### src/rtl/serial_subtractor_if.sv
// Start/Done handshake and operand/result bundle for serial_subtractor.
//   master : drives Start, A, B, Bin; observes Busy, Done, D, Bout, V
//   slave  : the subtractor side of the same signals
// N is the operand/result width in bits.
interface serial_subtractor_if #(
    parameter int N = 8
);
    logic         Start;
    logic [N-1:0] A;
    logic [N-1:0] B;
    logic         Bin;
    logic         Busy;
    logic         Done;
    logic [N-1:0] D;
    logic         Bout;
    logic         V;

    modport master (
        output Start, A, B, Bin,
        input  Busy, Done, D, Bout, V
    );

    modport slave (
        input  Start, A, B, Bin,
        output Busy, Done, D, Bout, V
    );
endinterface

### src/rtl/serial_subtractor.sv
// Bit-serial two's-complement subtractor: D = A - B - Bin, one bit per
// clock, LSB first, with a single registered borrow.
// Ports:
//   CLK  - clock, rising edge
//   RST  - synchronous active-high reset
//   bus  - serial_subtractor_if.slave (Start/A/B/Bin in, Busy/Done/D/Bout/V out)
//
// state  | meaning
// -------+-----------------------------------------------------------
// IDLE   | waiting for Start; D/Bout/V hold the last result
// RUN    | one difference bit resolved per cycle, N cycles
// DONE   | Done pulse; a Start here launches the next operation
module serial_subtractor #(
    parameter int N = 8
) (
    input  logic                CLK,
    input  logic                RST,
    serial_subtractor_if.slave  bus
);
    localparam int CW = $clog2(N) + 1;

    typedef enum logic [1:0] {
        S_IDLE = 2'd0,
        S_RUN  = 2'd1,
        S_DONE = 2'd2
    } state_t;

    state_t         state_q, state_d;
    logic [N-1:0]   a_sh_q, a_sh_d;
    logic [N-1:0]   b_sh_q, b_sh_d;
    logic [N-1:0]   d_q, d_d;
    logic           bw_q, bw_d;
    logic           bout_q, bout_d;
    logic           v_q, v_d;
    logic [CW-1:0]  cnt_q, cnt_d;

    logic           bit_a, bit_b, diff, bw_next;
    logic           last_bit, accept;

    // Start is only honoured when not busy; DONE accepts it for back-to-back use.
    assign accept   = bus.Start && (state_q != S_RUN);
    assign last_bit = (cnt_q == CW'(N - 1));

    // Full-subtractor cell on the current LSBs.
    assign bit_a   = a_sh_q[0];
    assign bit_b   = b_sh_q[0];
    assign diff    = bit_a ^ bit_b ^ bw_q;
    assign bw_next = (~bit_a & bit_b) | (~(bit_a ^ bit_b) & bw_q);

    // State register
    always_ff @(posedge CLK) begin
        if (RST) begin
            state_q <= S_IDLE;
        end else begin
            state_q <= state_d;
        end
    end

    // Next-state logic
    always_comb begin
        state_d = state_q;
        case (state_q)
            S_IDLE: if (accept) state_d = S_RUN;
            S_RUN:  if (last_bit) state_d = S_DONE;
            S_DONE: state_d = accept ? S_RUN : S_IDLE;
            default: state_d = S_IDLE;
        endcase
    end

    // Output logic
    always_comb begin
        bus.Busy = 1'b0;
        bus.Done = 1'b0;
        case (state_q)
            S_RUN:   bus.Busy = 1'b1;
            S_DONE:  bus.Done = 1'b1;
            default: ;
        endcase
    end

    assign bus.D    = d_q;
    assign bus.Bout = bout_q;
    assign bus.V    = v_q;

    // Datapath next-value logic
    always_comb begin
        a_sh_d = a_sh_q;
        b_sh_d = b_sh_q;
        d_d    = d_q;
        bw_d   = bw_q;
        bout_d = bout_q;
        v_d    = v_q;
        cnt_d  = cnt_q;
        if (accept) begin
            a_sh_d = bus.A;
            b_sh_d = bus.B;
            bw_d   = bus.Bin;
            d_d    = '0;
            bout_d = 1'b0;
            v_d    = 1'b0;
            cnt_d  = '0;
        end else if (state_q == S_RUN) begin
            a_sh_d = {1'b0, a_sh_q[N-1:1]};
            b_sh_d = {1'b0, b_sh_q[N-1:1]};
            d_d    = {diff, d_q[N-1:1]};
            bw_d   = bw_next;
            cnt_d  = cnt_q + CW'(1);
            if (last_bit) begin
                // On the last bit the shift LSBs are the original sign bits,
                // and diff becomes the result sign bit.
                bout_d = bw_next;
                v_d    = (bit_a ^ bit_b) & (diff ^ bit_a);
            end
        end
    end

    // Datapath registers
    always_ff @(posedge CLK) begin
        if (RST) begin
            a_sh_q <= '0;
            b_sh_q <= '0;
            d_q    <= '0;
            bw_q   <= 1'b0;
            bout_q <= 1'b0;
            v_q    <= 1'b0;
            cnt_q  <= '0;
        end else begin
            a_sh_q <= a_sh_d;
            b_sh_q <= b_sh_d;
            d_q    <= d_d;
            bw_q   <= bw_d;
            bout_q <= bout_d;
            v_q    <= v_d;
            cnt_q  <= cnt_d;
        end
    end
endmodule

### src/flat_wrapper.sv
// flat-port wrapper written by rule: the top's interface ports become plain ports
module serial_subtractor_flat 
#(
    parameter int N = 8
)
  (CLK, RST, bus_Start, bus_A, bus_B, bus_Bin, bus_Busy, bus_Done, bus_D, bus_Bout, bus_V);
  serial_subtractor_if #(.N(N)) bus_i ();
  input  logic CLK;
  input  logic RST;
  input wire logic [$bits(bus_i.Start)-1:0] bus_Start;
  input wire logic [$bits(bus_i.A)-1:0] bus_A;
  input wire logic [$bits(bus_i.B)-1:0] bus_B;
  input wire logic [$bits(bus_i.Bin)-1:0] bus_Bin;
  output wire logic [$bits(bus_i.Busy)-1:0] bus_Busy;
  output wire logic [$bits(bus_i.Done)-1:0] bus_Done;
  output wire logic [$bits(bus_i.D)-1:0] bus_D;
  output wire logic [$bits(bus_i.Bout)-1:0] bus_Bout;
  output wire logic [$bits(bus_i.V)-1:0] bus_V;
  assign bus_i.Start = bus_Start;
  assign bus_i.A = bus_A;
  assign bus_i.B = bus_B;
  assign bus_i.Bin = bus_Bin;
  assign bus_Busy = bus_i.Busy;
  assign bus_Done = bus_i.Done;
  assign bus_D = bus_i.D;
  assign bus_Bout = bus_i.Bout;
  assign bus_V = bus_i.V;
  serial_subtractor #(.N(N)) u_core (.CLK(CLK), .RST(RST), .bus(bus_i));
endmodule
### config.mk
export PLATFORM = sky130hd
export DESIGN_NAME = serial_subtractor_flat
export DESIGN_NICKNAME = d
export VERILOG_FILES = /design/src/rtl/serial_subtractor_if.sv /design/src/rtl/serial_subtractor.sv /design/src/flat_wrapper.sv
export SDC_FILE = /design/constraint.sdc
export NUM_CORES = 1
export LEC_CHECK = 0
export CORE_ASPECT_RATIO = 1.75
export CORE_MARGIN = 5
export CORE_UTILIZATION = 49
export DETAILED_ROUTE_END_ITERATION = 12
export GPL_ROUTABILITY_DRIVEN = 0
export PLACE_DENSITY = 0.76
export SETUP_SLACK_MARGIN = 0.15
export SYNTH_ARGS = -nofsm -noshare
export SYNTH_HDL_FRONTEND = slang
export SYNTH_SLANG_ARGS = --single-unit
### constraint.sdc
create_clock -name CLK -period 1.5 [get_ports CLK]
set_clock_uncertainty 0.05 [all_clocks]
set_input_delay 0.15 -clock CLK [delete_from_list [all_inputs] [get_ports CLK]]
set_output_delay 0.15 -clock CLK [all_outputs]
set_load 0.01 [all_outputs]
==> metrics.txt, run 1 <==
outcome finished clean; Final Hold Viols 0; Clock Tree Buf Depth 2; Pint 1.53 mW; Reg2Reg Depth 4; Reg2Reg Setup Slack between 0.15 and 0.2 ns; Post-Synth XOR/XNOR Area 1.87%; Clk network pwr share 35.9%; height of the die 80.9 um; IO Count 32; hold_sp u_core.bus.D[0]; Sequential Power Share roughly 47%; hpwl dp 2360 um; worst-path fanout max 2; CP Data Arrival Time 1.16 ns; # setup viols final 0; clk root buf clkbuf_8; maximum vdd drop 0.871 mV; Worst path slowest cell clkdlybuf4s50_1; warnings from Yosys 0; leak pwr 0.841 nW; FFs w/ async S/R, synth 0%; Horiz. Die Dim 50.5 um; top cells by area, synth dfxtp_1 47%, mux2i_1 12%, a211oi_1 8.5%; gr usage total 18.0%; prevailing post-synth register cell dfxtp_1; worst slew pin tran 0.259 ns; setup tns final 0 ns; compound-gate portion of the synthesized area 14.2%; dpl cell area 0.00179 sq mm; synthesis-to-finish area growth 38.4%; Final Cycle Share just over 90%; Crit path max-delay family buffers and inverters; fmax 735 MHz; RR Startpoint u_core.bw_q; first-pass GRT wire length roughly 5600 um; routed vias 1,203; WP buf/inv 1; top cell type's share of synthesized area 46.9%; routed length per instance ~15 um; number of global-route vias before repair 1,240; Crit. End Element primary output; max cap viols 0; Post-Syn Area 0.00141 sq mm; R2R Path End u_core.bus.V; initial antenna violation count 0; switching share of power between 20% and 30%; main combinational cell family by area after synthesis simple AND/OR/NAND/NOR gates; Worst-Skew Late Latency 0.29 ns; final net count 215; worst path cell trace clkdlybuf4s50_1; total gr overflow 0; top-count cell post-synth dfxtp_1; Gate power share between 15 and 20%; cell area after layout 0.00195 sq mm; H-tree levels 2; P per Cell Area 1040 mW/mm^2; synth unique cells 27; Final min period 1.36 ns; n_diodes 0; RSZ-0062 raised after global routing yes; layout cell share with drive strength beyond 1 17.1%; Synth Area in Adders 3.20%; Rel. slew slack 82.6%; crit path kind flop to primary output; NetSw between 0.4 and 0.5 mW; Post-DRT Antenna Nets 0; Slew Limit Fails 0; DRC Markers 0; number of synthesized flops with an enable pin 0; biggest area consumer among synthesized cells dfxtp_1; Post-Route WL around 3300 um; hold depth 2; simple-gate share of the synthesized area 15.6%; synthesis-stage register bit count 33; multiplexer area fraction after synthesis 12.1%; Initial Utilization between 50% and 60%; Hold Path End u_core.bus.D[0]; post-synthesis net count 174; drt via density about 5.5; clock sink total 33; synth cell count leaders 33 x dfxtp_1, 21 x nor2_1, 17 x mux2i_1; IO Port Bufs 31; Initial DRC Count 19; largest net degree at the start of global routing 19; CORE AREA about 0.0027 sq mm; Die Area 0.00409 sq mm; Placement Rows 25; Hold Crit Class flop to flop; register clock-pin slew on the reported worst setup and hold paths ~0.070 ns; CP peak stage delay roughly 0.54 ns; Worst Setup Start Kind flop; drt pass-1 iters 4; part of the Yosys area used for sequential elements 46.9%; cells after synthesis roughly 150; CTS tree done; Num CTS Buffers 5; Worst Path Required 1.30 ns; Mean Syn Cell Area 9.32 sq um
power groups by stage:
| stage | Clock, mW | Sequential, mW | Combinational, mW |
|---|---|---|---|
| CTS | 0.749 | 0.958 | 0.330 |
| finish | 0.727 | 0.960 | 0.338 |
| detailed placement | 0 | 0.977 | 0.298 |
| global route | 0.790 | 0.966 | 0.371 |
| global placement | 0 | 0.974 | 0.289 |
| floorplan | 0 | 0.970 | 0.181 |
per-stage QoR:
stage	instances	total power, mW	utilization, %	setup WS, ns	hold slack [ns]
after CTS	219	2.04	70.9	0.120	0.413
final	220	2.03	71.6	0.140	0.406
after detailed placement	208	1.28	65.7	0.0505	0.410
after global placement	208	1.26	65.7	0.111	0.390
after global routing	220	2.13	71.6	0.0666	0.431
after floorplan	151	1.15	-	0.186	0.295
cells in the final DEF, fill, tap and decap left out, drive strengths merged, types with 3 or more instances in the layout:
cell type / count
clkbuf: 7
nor3: 3
buf: 15
dfxtp: 33
a21oi: 11
nand2: 16
inv: 3
nor2: 21
clkdlybuf4s50: 20
dlygate4sd2: 8
a211oi: 16
mux2i: 17
flip-flops by register name, summed over array words and instances, names as in the netlist:
name             count
u_core.bw_q          1
u_core.state_q       2
u_core.a_sh_q        8
u_core.bus.D         8
u_core.cnt_q         4
u_core.bus.Bout      1
u_core.bus.V         1
u_core.b_sh_q        8
worst max path at each step:
stage	cells after the start	to	startpoint	slack (ns)
after floorplan	5	u_core.bus.V	u_core.a_sh_q[0]	0.19
after global placement	5	u_core.bus.V	u_core.a_sh_q[0]	0.11
after detailed placement	5	u_core.a_sh_q[3]	u_core.state_q[1]	0.05
after CTS	5	u_core.bus.V	u_core.a_sh_q[0]	0.12
after global routing	5	u_core.bus.V	u_core.a_sh_q[0]	0.07
final	1	bus_V	u_core.bus.V	0.14
cells by family after synthesis:
group / count (synthesis)
xor gates and xnor gates: 3
buffers and inverters: 14
muxes: 17
AOI/OAI and AO/OA: 31
DFF: 33
adders and majority gates: 3
and+or+nand+nor: 50
final cells by class:
type                            count  area [sq um]
Clock buffer                        7          96.3
Inverter                            3          11.3
Timing Repair Buffer               45           448
Multi-Input combinational cell    104           689
Sequential cell                    33           664
Tap cell                           27          33.8
Clock inverter                      1          5.00
Fill cell                         211           773
tightest hold or removal path: stages (launching register included):
cell     delay, ns
dfxtp_1       0.31
nand2_1       0.05
a21oi_1       0.05
repair_timing:
action,in CTS,in global routing
gates resized for setup,21,6
setup endpoints to repair,33,9
hold endpoints to repair,0,0
hold buffers,0,0
pin swaps,3,1
buffers inserted,3,1
metal layers:
metal | vias to the layer above | global-route usage [%] | wire length (um)
met5 | - | 0 | 0
met4 | 0 | 11.8 | 104
met3 | 13 | 5.32 | 145
met2 | 28 | 31.5 | 1800
met1 | 557 | 17.8 | 1240
li1 | 605 | - | -
Power figures use the tool's default switching activity.
==> run 2: changes to the inputs <==
==> constraint.sdc (replaced) <==
create_clock -name CLK -period 1.5 [get_ports CLK]
set_clock_uncertainty 0.05 [all_clocks]
set_input_delay 0.3 -clock CLK [delete_from_list [all_inputs] [get_ports CLK]]
set_output_delay 0.3 -clock CLK [all_outputs]
set_load 0.01 [all_outputs]
==> metrics.txt, run 2 (same netlist as run 1, synthesis figures left out) <==
IO Count 32; n_diodes 0; total gr overflow 0; CTS Hold Bufs 0; Hold WS 0.407 ns; Placed Cells 208; drt via density about 5.5; clock sink total 33; layout cell share with drive strength beyond 1 14.7%; Final min period roughly 1.4 ns; Clock Tree Buf Depth 2; most frequent cells in the layout 29 x dfxtp_1, 21 x nor2_1, 19 x clkdlybuf4s50_1, 17 x mux2i_1, 16 x nand2_1; Num CTS Buffers 5; Initial DRC Count 25; worst-path fanout max 3; switching share of power about a quarter; routed vias 1,185; Worst Setup Start Kind flop; worst slew pin tran 0.213 ns; CORE AREA about 0.0027 sq mm; hold_sp u_core.bus.D[0]; Worst Path Required 1.65 ns; initial antenna violation count 0; leak pwr 0.809 nW; largest net degree at the start of global routing 34; IO Port Bufs 31; Sequential Power Share 49.5%; RR Startpoint u_core.a_sh_q[0]; Hold Crit Class flop to flop; Reg2Reg Setup Slack 0.1 ns; Clk network pwr share about a third; NetSw 0.479 mW; Gate power share between 15 and 20%; Initial Utilization 51.7%; CP Data Arrival Time between 1.5 and 2 ns; # setup viols final 0; Pint 1.46 mW; Slew Limit Fails 0; Die Area 0.00409 sq mm; height of the die just over 80 um; DRC Markers 0; max cap viols 0; Post-DRT Antenna Nets 0; Worst-Skew Late Latency approximately 0.28 ns; fmax 714 MHz; Pwr Total 1.94 mW; crit path kind flop to flop; Final Non-Filler Cells 217; most common cell after layout, fill and taps aside dfxtp_1; Crit path max-delay family adder cells; maximum vdd drop between 0.8 and 0.9 mV; synthesis-to-finish area growth 34.9%; hpwl dp between 2000 and 2500 um; Final Hold Viols 0; RSZ-0062 raised after global routing yes; register clock-pin slew on the reported worst setup and hold paths 0.07 ns; Final Cycle Share between 90% and 100%; worst path cell trace inv_2 > fa_1 > xnor2_1 > nand4_1 > o31ai_1; setup ws final about 0.099 ns; number of global-route vias before repair approximately 1,200; H-tree levels 2; Reg2Reg Depth 5; first-pass GRT wire length 5380 um; Crit. End Element flop; P per Cell Area slightly above 1000 mW/mm^2; hold depth 2; gr usage total 17.0%; pre-CTS setup slack -0.0710 ns; WP buf/inv 1; CTS tree done; R2R Path End u_core.bus.V; routed length per instance about 14 um; Horiz. Die Dim 50.5 um; final net count ~210; CP peak stage delay 0.53 ns; outcome finished clean; drt pass-1 iters 4; Hold Path End u_core.bus.D[0]; Worst path slowest cell fa_1; Rel. slew slack 85.8%; Placement Rows 25; Post-Route WL between 3000 and 4000 um; clk root buf clkbuf_8
run 2: metal layers:
metal | part of all wire [%] | track usage [%] | vias up
li1 | - | - | 594
met1 | 38 | 17.4 | 558
met2 | 55 | 30.6 | 27
met3 | 5.1 | 6.06 | 6
met4 | 1.4 | 6.39 | 0
met5 | 0 | 0 | -
run 2: worst register-to-register path, delay by kind of cell (launching register included):
kind	cells	cell delay, ns
AO/OA/AOI/OAI	1	0.08
XOR/XNOR	1	0.14
adder cells (fa/ha/maj)	1	0.53
buffers and inverters	1	0.04
flip-flops	1	0.36
AND/OR/NAND/NOR	1	0.12
run 2: per-stage QoR:
stage / utilization [%] / cell area, sq um / setup TNS (ns)
3_3_place_gp: 65.3 / 1780 / -0.0298
4_1_cts: 68.6 / 1870 / 0
5_1_grt: 69.8 / 1900 / 0
6_report: 69.8 / 1900 / 0
3_5_place_dp: 65.3 / 1780 / -0.653
2_1_floorplan: - / 1410 / 0
run 2: what timing repair did:
item | CTS | global route
pin swaps | 0 | 0
resized for setup | 19 | 10
endpoints found under the setup margin | 29 | 30
setup buffers | 0 | 2
run 2: cell type report:
class	count	area, sq um
clock buffers	7	86.3
fillers	232	822
inverters	3	11.3
multi-input cells	104	676
flip-flops and latches	33	668
well taps	27	33.8
repair buffers	43	424
run 2: worst max-delay path by stage:
stage                       from                to  slack [ns]  depth (start not counted)
6_report        u_core.a_sh_q[0]      u_core.bus.V         0.1                          5
5_1_grt         u_core.a_sh_q[0]      u_core.bus.V        0.03                          5
4_1_cts        u_core.state_q[1]          bus_Busy        0.05                          3
3_5_place_dp           bus_Start  u_core.b_sh_q[6]       -0.07                          4
3_3_place_gp           bus_Start  u_core.a_sh_q[2]      -0.007                          4
2_1_floorplan   u_core.a_sh_q[0]      u_core.bus.V        0.19                          5
run 2: power by group through the flow:
stage               Combinational, mW  Sequential (mW)  Clock, mW
finish                          0.316            0.962      0.664
global route                    0.345            0.968      0.730
CTS                             0.294            0.960      0.681
detailed placement              0.287            0.978          0
global placement                0.279            0.976          0
floorplan                       0.181            0.970          0
==> run 3: changes to the inputs <==
--- a/config.mk
+++ b/config.mk
@@ -5,12 +5,15 @@
 export SDC_FILE = /design/constraint.sdc
 export NUM_CORES = 1
 export LEC_CHECK = 0
+export CELL_PAD_IN_SITES_DETAIL_PLACEMENT = 1
+export CELL_PAD_IN_SITES_GLOBAL_PLACEMENT = 2
 export CORE_ASPECT_RATIO = 1.75
 export CORE_MARGIN = 5
-export CORE_UTILIZATION = 49
+export CORE_UTILIZATION = 31
+export CTS_BUF_LIST = sky130_fd_sc_hd__clkbuf_4 sky130_fd_sc_hd__clkbuf_8
 export DETAILED_ROUTE_END_ITERATION = 12
 export GPL_ROUTABILITY_DRIVEN = 0
-export PLACE_DENSITY = 0.76
+export PLACE_DENSITY = 0.79
 export SETUP_SLACK_MARGIN = 0.15
 export SYNTH_ARGS = -nofsm -noshare
 export SYNTH_HDL_FRONTEND = slang
==> metrics.txt, run 3 (same netlist as run 1, synthesis figures left out) <==
cell area after layout 0.00194 sq mm; final net count between 200 and 250; worst-path fanout max 2; worst path cell trace fa_1 > xnor2_1 > nand4_1 > o31ai_1; Worst Setup Start Kind flop; final core utilization between 40% and 50%; Worst Setup SP u_core.bw_q; hold_sp u_core.bus.D[0]; clk root buf clkbuf_8; Hold Crit Class flop to flop; drt pass-1 iters 2; Met1 Wirelength 1380 um; most frequent cells in the layout 29 x dfxtp_1, 21 x nor2_1, 19 x clkdlybuf4s50_1, 17 x mux2i_1, 16 x nand2_1; Hold WS 0.415 ns; P per Cell Area ~1000 mW/mm^2; routed vias 1,228; metal2 WL 2030 um; drt via density around 5; Top Layer Used met4; clock sink total 33; Post-Route WL 3670 um; RR Startpoint u_core.bw_q; crit path kind flop to flop; routed length per instance about 15 um; IO Count 32; setup tns final 0 ns; Rel. slew slack 85.9%; CORE AREA 0.00440 sq mm; total gr overflow 0; synthesis-to-finish area growth 38.0%; IO Port Bufs 31; n_diodes 0; max cap viols 0; CP Data Arrival Time 1.55 ns; fmax 714 MHz; gr usage total a little over an eighth; largest net degree at the start of global routing 26; Placement Rows 32; Slew Limit Fails 0; Num CTS Buffers 5; initial antenna violation count 0; metal3 WL approximately 150 um; leak pwr approximately 0.83 nW; first-pass GRT wire length 6180 um; register clock-pin slew on the reported worst setup and hold paths 0.06 ns; hpwl dp 2800 um; Worst Path Required between 1.5 and 2 ns; Crit. End Element flop; CP peak stage delay 0.57 ns; height of the die 99.1 um; Final Cycle Share 93.4%; Pwr Total 1.99 mW; maximum vdd drop 0.661 mV; CTS tree done; Initial DRC Count 13; # setup viols final 0; Final min period 1.40 ns; outcome finished clean; RSZ-0062 raised after global routing yes; dpl cell area roughly 0.0018 sq mm; most common cell after layout, fill and taps aside dfxtp_1; Horiz. Die Dim 60.9 um; layout cell share with drive strength beyond 1 17.5%; Worst path slowest cell fa_1; worst slew pin tran roughly 0.21 ns; Clock Tree Buf Depth 2; number of global-route vias before repair around 1,400; H-tree levels 2; Post-DRT Antenna Nets 0; Worst-Skew Late Latency ~0.28 ns; Initial Utilization a little under a third; filler cell count 538; Die Area 0.00604 sq mm; Final Hold Viols 0; DRC Markers 0
[run 3: cell types whose count changed in the layout (fill, tap and decap cells not counted), sizes merged]
cell,before,now
buf,13,17
clkbuf,7,8
clkdlybuf4s15,1,0
[run 3: cell type report]
type / count / area (sq um) / area share, %
clock buffer: 7 / 90.1 / 4.64
timing repair buffer: 47 / 437 / 22.5
multi-input combinational: 104 / 676 / 34.8
sequential: 33 / 666 / 34.3
inverter: 3 / 11.3 / 0.580
tap: 51 / 63.8 / 3.28
[run 3: critical path, delay by kind of cell, from the launching register on]
family | cells | cell delay, ns
and+or+nand+nor | 1 | 0.14
adders and majority gates | 1 | 0.57
AOI/OAI and AO/OA | 1 | 0.09
xor gates and xnor gates | 1 | 0.13
DFF | 1 | 0.33
[run 3: through the flow]
stage / cells / setup WS [ns]
finish: 245 / 0.0988
detailed placement: 235 / -0.0515
global route: 245 / 0.0375
CTS: 245 / 0.0573
global placement: 235 / -0.00937
floorplan: 151 / 0.186
[run 3: where the power goes]
| group | switching, mW | internal, mW |
|---|---|---|
| registers | 0.0324 | 0.928 |
| clock network | 0.316 | 0.382 |
| logic | 0.152 | 0.179 |
| total | 0.500 | 1.49 |
[run 3: timing repair]
| action | in CTS | in global routing |
|---|---|---|
| hold endpoints to repair | 0 | 0 |
| gates resized for setup | 22 | 7 |
| buffers inserted | 3 | 0 |
| setup endpoints to repair | 27 | 6 |
| hold buffers | 0 | 0 |
| cloned | 0 | 0 |
| pin swaps | 3 | 3 |
[run 3: routing by layer]
layer / vias to the layer above / track usage (%)
met4: 0 / 6.18
met3: 7 / 3.12
met2: 30 / 23.8
li1: 605 / -
met1: 586 / 14.5
met5: - / 0
[run 3: path summary, 6_finish.rpt]
path	endpoint	slack, ns	cells past startpoint
worst max-delay path	u_core.bus.V	0.1	4
worst min-delay path	u_core.bus.D[0]	0.42	2
worst max register to register	u_core.bus.V	0.1	4
worst min register to register	u_core.bus.D[0]	0.42	2
